`src/rtl/uart_tx_scheduler.sv`:
```
// uart_tx_scheduler
//   Round-robin arbiter sharing one UART transmitter among NUM_REQ byte
//   producers. The winner's byte is latched onto tx_data and a one-cycle
//   tx_start is issued. Further grants are then held off for one frame time
//   plus an inter-frame guard time.
//
//   Optional feature macro: UART_SCHED_PRIO0_EN
//     defined   -> requester 0 has strict priority and does not move the rr
//                  pointer; requesters 1..N-1 rotate among themselves
//     undefined -> pure round-robin across all requesters
//
// Ports
//   clk       in   system clock, rising edge
//   reset     in   asynchronous active-low reset
//   req       in   [NUM_REQ]   level request per producer, held until ack
//   data_in   in   [NUM_REQ*8] packed bytes, requester k on [8k+7:8k]
//   ack       out  [NUM_REQ]   one-hot one-cycle accept pulse
//   tx_data   out  [8]         byte presented to the transmitter
//   tx_start  out  1           one-cycle frame start strobe
//   busy      out  1           high during LOAD/frame/guard
//   grant_id  out  [GW]        index of the last granted requester
module uart_tx_scheduler #(
    parameter int NUM_REQ      = 4,
    parameter int CLKS_PER_BIT = 5208,
    parameter int FRAME_BITS   = 11,
    parameter int GUARD_BITS   = 1,
    localparam int GW          = (NUM_REQ > 2) ? $clog2(NUM_REQ) : 1
) (
    input  logic                 clk,
    input  logic                 reset,
    input  logic [NUM_REQ-1:0]   req,
    input  logic [NUM_REQ*8-1:0] data_in,
    output logic [NUM_REQ-1:0]   ack,
    output logic [7:0]           tx_data,
    output logic                 tx_start,
    output logic                 busy,
    output logic [GW-1:0]        grant_id
);

    localparam logic [31:0] FRAME_CYC = 32'(CLKS_PER_BIT * FRAME_BITS);
    localparam logic [31:0] GUARD_CYC = 32'(CLKS_PER_BIT * GUARD_BITS);

    typedef enum logic [1:0] {S_IDLE, S_LOAD, S_WAIT, S_GUARD} state_t;

    state_t          state_q, state_d;
    logic [31:0]     cnt_q, cnt_d;
    logic [GW-1:0]   ptr_q, ptr_d;
    logic [GW-1:0]   gid_q, gid_d;
    logic [7:0]      txd_q, txd_d;

    logic [GW-1:0]   win;
    logic            found;
    int              idx;

    // First set req bit searching upward from ptr_q, wrapping modulo NUM_REQ.
    // The inner j loop keeps every req/data select constant-indexed.
    always_comb begin
        win   = '0;
        found = 1'b0;
        idx   = 0;
        for (int i = 0; i < NUM_REQ; i++) begin
            idx = int'(ptr_q) + i;
            if (idx >= NUM_REQ) idx = idx - NUM_REQ;
            for (int j = 0; j < NUM_REQ; j++) begin
                if (!found && (j == idx) && req[j]) begin
                    found = 1'b1;
                    win   = GW'(j);
                end
            end
        end
`ifdef UART_SCHED_PRIO0_EN
        if (req[0]) win = '0;
`endif
    end

    always_comb begin
        state_d = state_q;
        cnt_d   = cnt_q;
        ptr_d   = ptr_q;
        gid_d   = gid_q;
        txd_d   = txd_q;
        unique case (state_q)
            S_IDLE: begin
                if (|req) begin
                    // Latch byte and id on entry so they are visible during LOAD.
                    gid_d = win;
                    for (int j = 0; j < NUM_REQ; j++)
                        if (win == GW'(j)) txd_d = data_in[j*8 +: 8];
                    // Counter starts here so LOAD itself is the first frame cycle.
                    cnt_d   = FRAME_CYC - 32'd1;
                    state_d = S_LOAD;
                end
            end
            S_LOAD: begin
`ifdef UART_SCHED_PRIO0_EN
                if (gid_q != '0)
`endif
                begin
                    if (int'(gid_q) == NUM_REQ - 1) ptr_d = '0;
                    else                            ptr_d = gid_q + 1'b1;
                end
                if (cnt_q == 32'd0) begin
                    if (GUARD_CYC != 32'd0) begin
                        cnt_d   = GUARD_CYC - 32'd1;
                        state_d = S_GUARD;
                    end else begin
                        state_d = S_IDLE;
                    end
                end else begin
                    cnt_d   = cnt_q - 32'd1;
                    state_d = S_WAIT;
                end
            end
            S_WAIT: begin
                if (cnt_q == 32'd0) begin
                    if (GUARD_CYC != 32'd0) begin
                        cnt_d   = GUARD_CYC - 32'd1;
                        state_d = S_GUARD;
                    end else begin
                        state_d = S_IDLE;
                    end
                end else begin
                    cnt_d = cnt_q - 32'd1;
                end
            end
            S_GUARD: begin
                if (cnt_q == 32'd0) state_d = S_IDLE;
                else                cnt_d   = cnt_q - 32'd1;
            end
            default: state_d = S_IDLE;
        endcase
    end

    always_ff @(posedge clk or negedge reset) begin
        if (!reset) begin
            state_q <= S_IDLE;
            cnt_q   <= '0;
            ptr_q   <= '0;
            gid_q   <= '0;
            txd_q   <= '0;
        end else begin
            state_q <= state_d;
            cnt_q   <= cnt_d;
            ptr_q   <= ptr_d;
            gid_q   <= gid_d;
            txd_q   <= txd_d;
        end
    end

    // Strobes decode straight from state so reset clears them immediately.
    always_comb begin
        ack = '0;
        for (int j = 0; j < NUM_REQ; j++)
            ack[j] = (state_q == S_LOAD) && (gid_q == GW'(j));
    end

    assign tx_start = (state_q == S_LOAD);
    assign busy     = (state_q != S_IDLE);
    assign tx_data  = txd_q;
    assign grant_id = gid_q;

endmodule
```
`config.mk`:
```
export PLATFORM = sky130hd
export DESIGN_NAME = uart_tx_scheduler
export DESIGN_NICKNAME = d
export VERILOG_FILES = /design/src/rtl/uart_tx_scheduler.sv
export SDC_FILE = /design/constraint.sdc
export NUM_CORES = 1
export LEC_CHECK = 0
export CORE_MARGIN = 4
export CORE_UTILIZATION = 28
export CTS_BUF_LIST = sky130_fd_sc_hd__clkbuf_4 sky130_fd_sc_hd__clkbuf_8
export CTS_CLUSTER_SIZE = 24
export DETAILED_ROUTE_END_ITERATION = 16
export MAX_ROUTING_LAYER = met4
export PLACE_DENSITY = 0.55
export SLEW_MARGIN = 10
export SYNTH_ARGS = -nofsm -noshare
export SYNTH_HDL_FRONTEND = slang
export SYNTH_SLANG_ARGS = --single-unit
```
`constraint.sdc`:
```
create_clock -name clk -period 4.63 [get_ports clk]
set_input_delay 0.6945 -clock clk [delete_from_list [all_inputs] [get_ports clk]]
set_output_delay 0.6945 -clock clk [all_outputs]
set_load 0.03 [all_outputs]
```
# == After elaboration in Yosys (flattened, before gate mapping) ==
# Cells that the tools add are included.
# word_totals
reg_bits,46
in_bits,38
# classes
n_addsub,9
n_lt_le_gt_ge,4
eq_ne,26
n_mux,48
reduce_logical,66
# ops
operator,n
$eq 3x32->1 const A,8
$mux 32,7
$logic_not 32->1,5
$eq 2x32->1 const A,4
$pmux 32 s3,1
$mux 2,18
$logic_and 1x1->1,35
$mux 8,4
$sub 32x1->32 const B,1
$mux 1,17
$logic_not 1->1,15
$eq 2x2->1 const B,6
$sub 3x3->4 const B,3
$ge 3x3->1 const B,3
$eq 2x1->1 const B,4
$ne 2x2->1 const B,4
$pmux 2 s4,1
$add 2x2->3 const B,2
$logic_not 2->1,3
$reduce_and 3->1,2
$reduce_and 2->1,2
$reduce_bool 4->1,1
$reduce_or 4->1,1
$sub 2x3->4 const B,1
other kinds (5),5

# == Depth between registers and ports, before layout ==
# depth
depth_word,70
ltp_mapped,10
ltp_nobuf,7

# == Worst setup path before layout ==
# OpenSTA, ideal clock, no wires.
# synth_path
path_kind,input port to flip-flop
start,in req[1]
end,reg cnt_q[8]
setup_time_ns,0.149
arrival_time_ns,2.454
required_ns,4.481
path_slack_ns,2.027
cell_stages,8
path_cell_list,clkbuf_1 or4_2 nor2_1 buf_4 clkbuf_1 nor3_1 o31ai_1 o311ai_0
# synth_between
elab_chain_cells,3
# synth_rtl
item,line_no,source
"start, declared",31,"input logic [NUM_REQ-1:0] req,"
$reduce_or 4->1,84,if (|req) begin
$ne 2x2->1 (no line),-,
$reduce_and 2->1 (no line),-,
"end signal, assigned",143,cnt_q <= cnt_d;
"end, declared",46,"logic [31:0] cnt_q, cnt_d;"
# Every way passes these cells.
# A chain may end at the register's enable or synchronous reset.

# == Worst setup path in the final report ==
# layout_path
start,reg cnt_q[14]
end,reg cnt_q[7]
# layout_between
elab_chain_cells,3
elab_cells_between_ends,5
classes_between,eq/ne: 1; mux: 2; reduce/logical: 2
# layout_rtl
item,line_no
$logic_not 32->1 *,"102, 115, 127"
$mux 32 / $ne 2x2->1 (equally long branches),-
$pmux 32 s3 / $reduce_and 2->1 (equally long branches),-
# Every way passes the cells marked *; elsewhere a longest branch is shown, timed or not.

==> flow_metrics.env <==
export IMPL_yosys_most_used_dff="dfrtp_1"
export IMPL_path_clk_slew_ps=90
export IMPL_synth_area_um2=3083
export IMPL_synth_largest_area_cell="dfrtp_1"
export IMPL_cts_buffers=5
export IMPL_synth_edf_count=0
export IMPL_busiest_layer="met2"
export IMPL_crit_type="flop to flop"
export IMPL_hold_viol_final=0
export IMPL_ys_async_sr_fraction=1.000
export IMPL_grt_first_pass_wirelength_um=13830
export IMPL_place_gp_congestion=0.8156
export IMPL_coreArea_um2=10790
export IMPL_fin_crit_ps=3076
export IMPL_slew_violations=0
export IMPL_ir_drop_v=0.0001254
export IMPL_fin_skew_ps=4.355
export IMPL_place_hpwl_um=6104
export IMPL_postCtsHoldBufs=0
export IMPL_syn_area_per_cell_um2=8.962
export IMPL_port_buffers=53
export IMPL_die_x_um=112.9
export IMPL_antenna_cells=0
export IMPL_holdCritPathClass="input pin to async pin"
export IMPL_total_leakage_power_nw=1.447
export IMPL_die_area_um2=12750
export IMPL_die_h_um=112.9
export IMPL_setup_violations_final=0
export IMPL_postSynthCellCount=344
export IMPL_antenna_violating_nets_post_route=0
export IMPL_drv_cap=0
export IMPL_start_util=0.2856
export IMPL_drc=0
export IMPL_place_area_um2=3727
export IMPL_wl_per_cell_um=16.08
export IMPL_antenna_found_initial=0
export IMPL_worstPathMaxFanout=21
export IMPL_synth_distinct_cells=58
export IMPL_cts_tree="done"
export IMPL_nNetsFinal=440
export IMPL_syn_num_nets=392
export IMPL_htreeDepth=2
export IMPL_synth_seq_cells=46
export IMPL_ys_warn_count=0
export IMPL_grt_use_met2=0.2259
export IMPL_cts_path_max_buffers=2
export IMPL_layout_drive_gt1_share=0.08906
export IMPL_slew_headroom=0.2889
export IMPL_finalNonFillerCells=533
export IMPL_overflow=0
export IMPL_drtPass1Iterations=5
export IMPL_grt_pass1_vias=2747
export IMPL_clkLatencyLatePin_ps=300
export IMPL_final_area_um2=3837
export IMPL_synthTopCellsByCount="46 x dfrtp_1, 27 x a21oi_1, 22 x o21ai_0"
export IMPL_rsz0062_at_grt="false"
export IMPL_ys_seq_area_frac=0.3734
export IMPL_clkSinkCount=46
export IMPL_endpoint_kind="flop"
export IMPL_postCtsSetupBuffers=0
export IMPL_max_freq_ghz=0.3251
export IMPL_critPathRequiredTime_ps=4830
export IMPL_synth_top_cell_area_share=0.3734
export IMPL_tightest_slew_ps=1062
export IMPL_cts_root_buf="clkbuf_8"
export IMPL_worstPathArrival_ps=3270
export IMPL_status="finished, final reports clean"
export IMPL_dp_cells=525
export IMPL_drt_iter0_markers=174
export IMPL_postCtsResizedCells=0
export IMPL_power_density_nw_per_um2=288.6
export IMPL_pin_count=54
export IMPL_rows=38
export IMPL_grt_use_total=0.1339
export IMPL_use_met1=0.1738
export IMPL_post_route_period_util=0.6643
export IMPL_grt_max_degree=47
export IMPL_area_growth_pct=24.47
export IMPL_num_vias=2961
export IMPL_totalWireLength_um=8572
export IMPL_fill_cells=1103
export IMPL_synth_most_common_cell="dfrtp_1"
export IMPL_use_met3=0.01123
export IMPL_cp_start_kind="flop"
export IMPL_via_per_inst=5.555
export IMPL_fin_tns_setup_ps=0
export IMPL_synth_area_leaders="dfrtp_1 37%, a21oi_1 4.4%, ha_1 4.1%"
==> critical path: stages (launching register included) <==
cell and delay, ps:
dfrtp_1 470, nor4_1 630, nor4b_1 540, and4_1 630, buf_4 350, nor2_1 90, a221o_1 250
==> cells by family after synthesis <==
family / after synthesis / synth area share
and+or+nand+nor: 131 / 0.2488
AOI/OAI and AO/OA: 114 / 0.2468
DFF: 46 / 0.3734
buffers and inverters: 31 / 0.05113
muxes: 11 / 0.03653
adders and majority gates: 10 / 0.04058
xor gates and xnor gates: 1 / 0.002841
==> worst paths after layout <==
path                             from    endpoint  slack (ps)  cells after the start
max                         cnt_q[14]    cnt_q[7]        1550                      6
max in group asynchronous       reset    cnt_q[0]        3740                      2
max reg2reg                 cnt_q[14]    cnt_q[7]        1550                      6
min                             reset  tx_data[3]         470                      2
min reg2reg                tx_data[0]  tx_data[0]         480                      2
min in group clk           tx_data[0]  tx_data[0]         480                      2
==> area by class of cell <==
class | count | area (um2) | area share
Clock buffer | 8 | 110.1 | 0.02869
Inverter | 11 | 41.29 | 0.01076
Multi-Input combinational cell | 267 | 1774 | 0.4623
Sequential cell | 46 | 1151 | 0.3000
Tap cell | 140 | 175.2 | 0.04565
Timing Repair Buffer | 61 | 585.6 | 0.1526
==> sequential cells by signal (all words and copies together), names as in the netlist <==
signal    count
state_q       2
ptr_q         2
tx_data       8
cnt_q        32
grant_id      2
==> layer usage <==
metal	wire length (um)	vias to the layer above
met1	3769	1458
li1	-	1420
met4	99	0
met2	4408	74
met5	0	-
met3	294	9
==> power breakdown <==
group / total [W] / internal, W / leakage, nW / switching, W
Sequential: 0.000529 / 0.000461 / 0.573 / 0.0000683
Combinational: 0.000283 / 0.000140 / 0.817 / 0.000144
Clock: 0.000296 / 0.000151 / 0.0575 / 0.000144
==> through the flow <==
step / worst slack, ps / util / total power (W) / hold WS [ps]
after floorplan: 2027 / - / 0.0007135 / 398.9
after global placement: 1579 / 0.3454 / 0.0008090 / 465.9
after detailed placement: 1534 / 0.3454 / 0.0008195 / 471.3
after CTS: 1553 / 0.3556 / 0.001121 / 494.0
after global routing: 1361 / 0.3556 / 0.001181 / 524.2
final: 1554 / 0.3556 / 0.001108 / 470.0
==> placed cells by master, fill, tap and decap left out, types with 9 or more instances in the layout <==
master,netlist,routed
clkdlybuf4s50_1,0,52
dfrtp_1,46,46
a21oi_1,27,27
o21ai_0,22,22
nor2_1,21,21
nand2_1,20,20
or4_1,12,12
o31ai_1,12,12
inv_1,11,11
nor3_1,11,11
nand3_1,11,11
or3_1,11,11
a211oi_1,10,10
ha_1,10,10
nor3b_1,9,9
mux2i_1,9,9
Power figures use the tool's default switching activity.
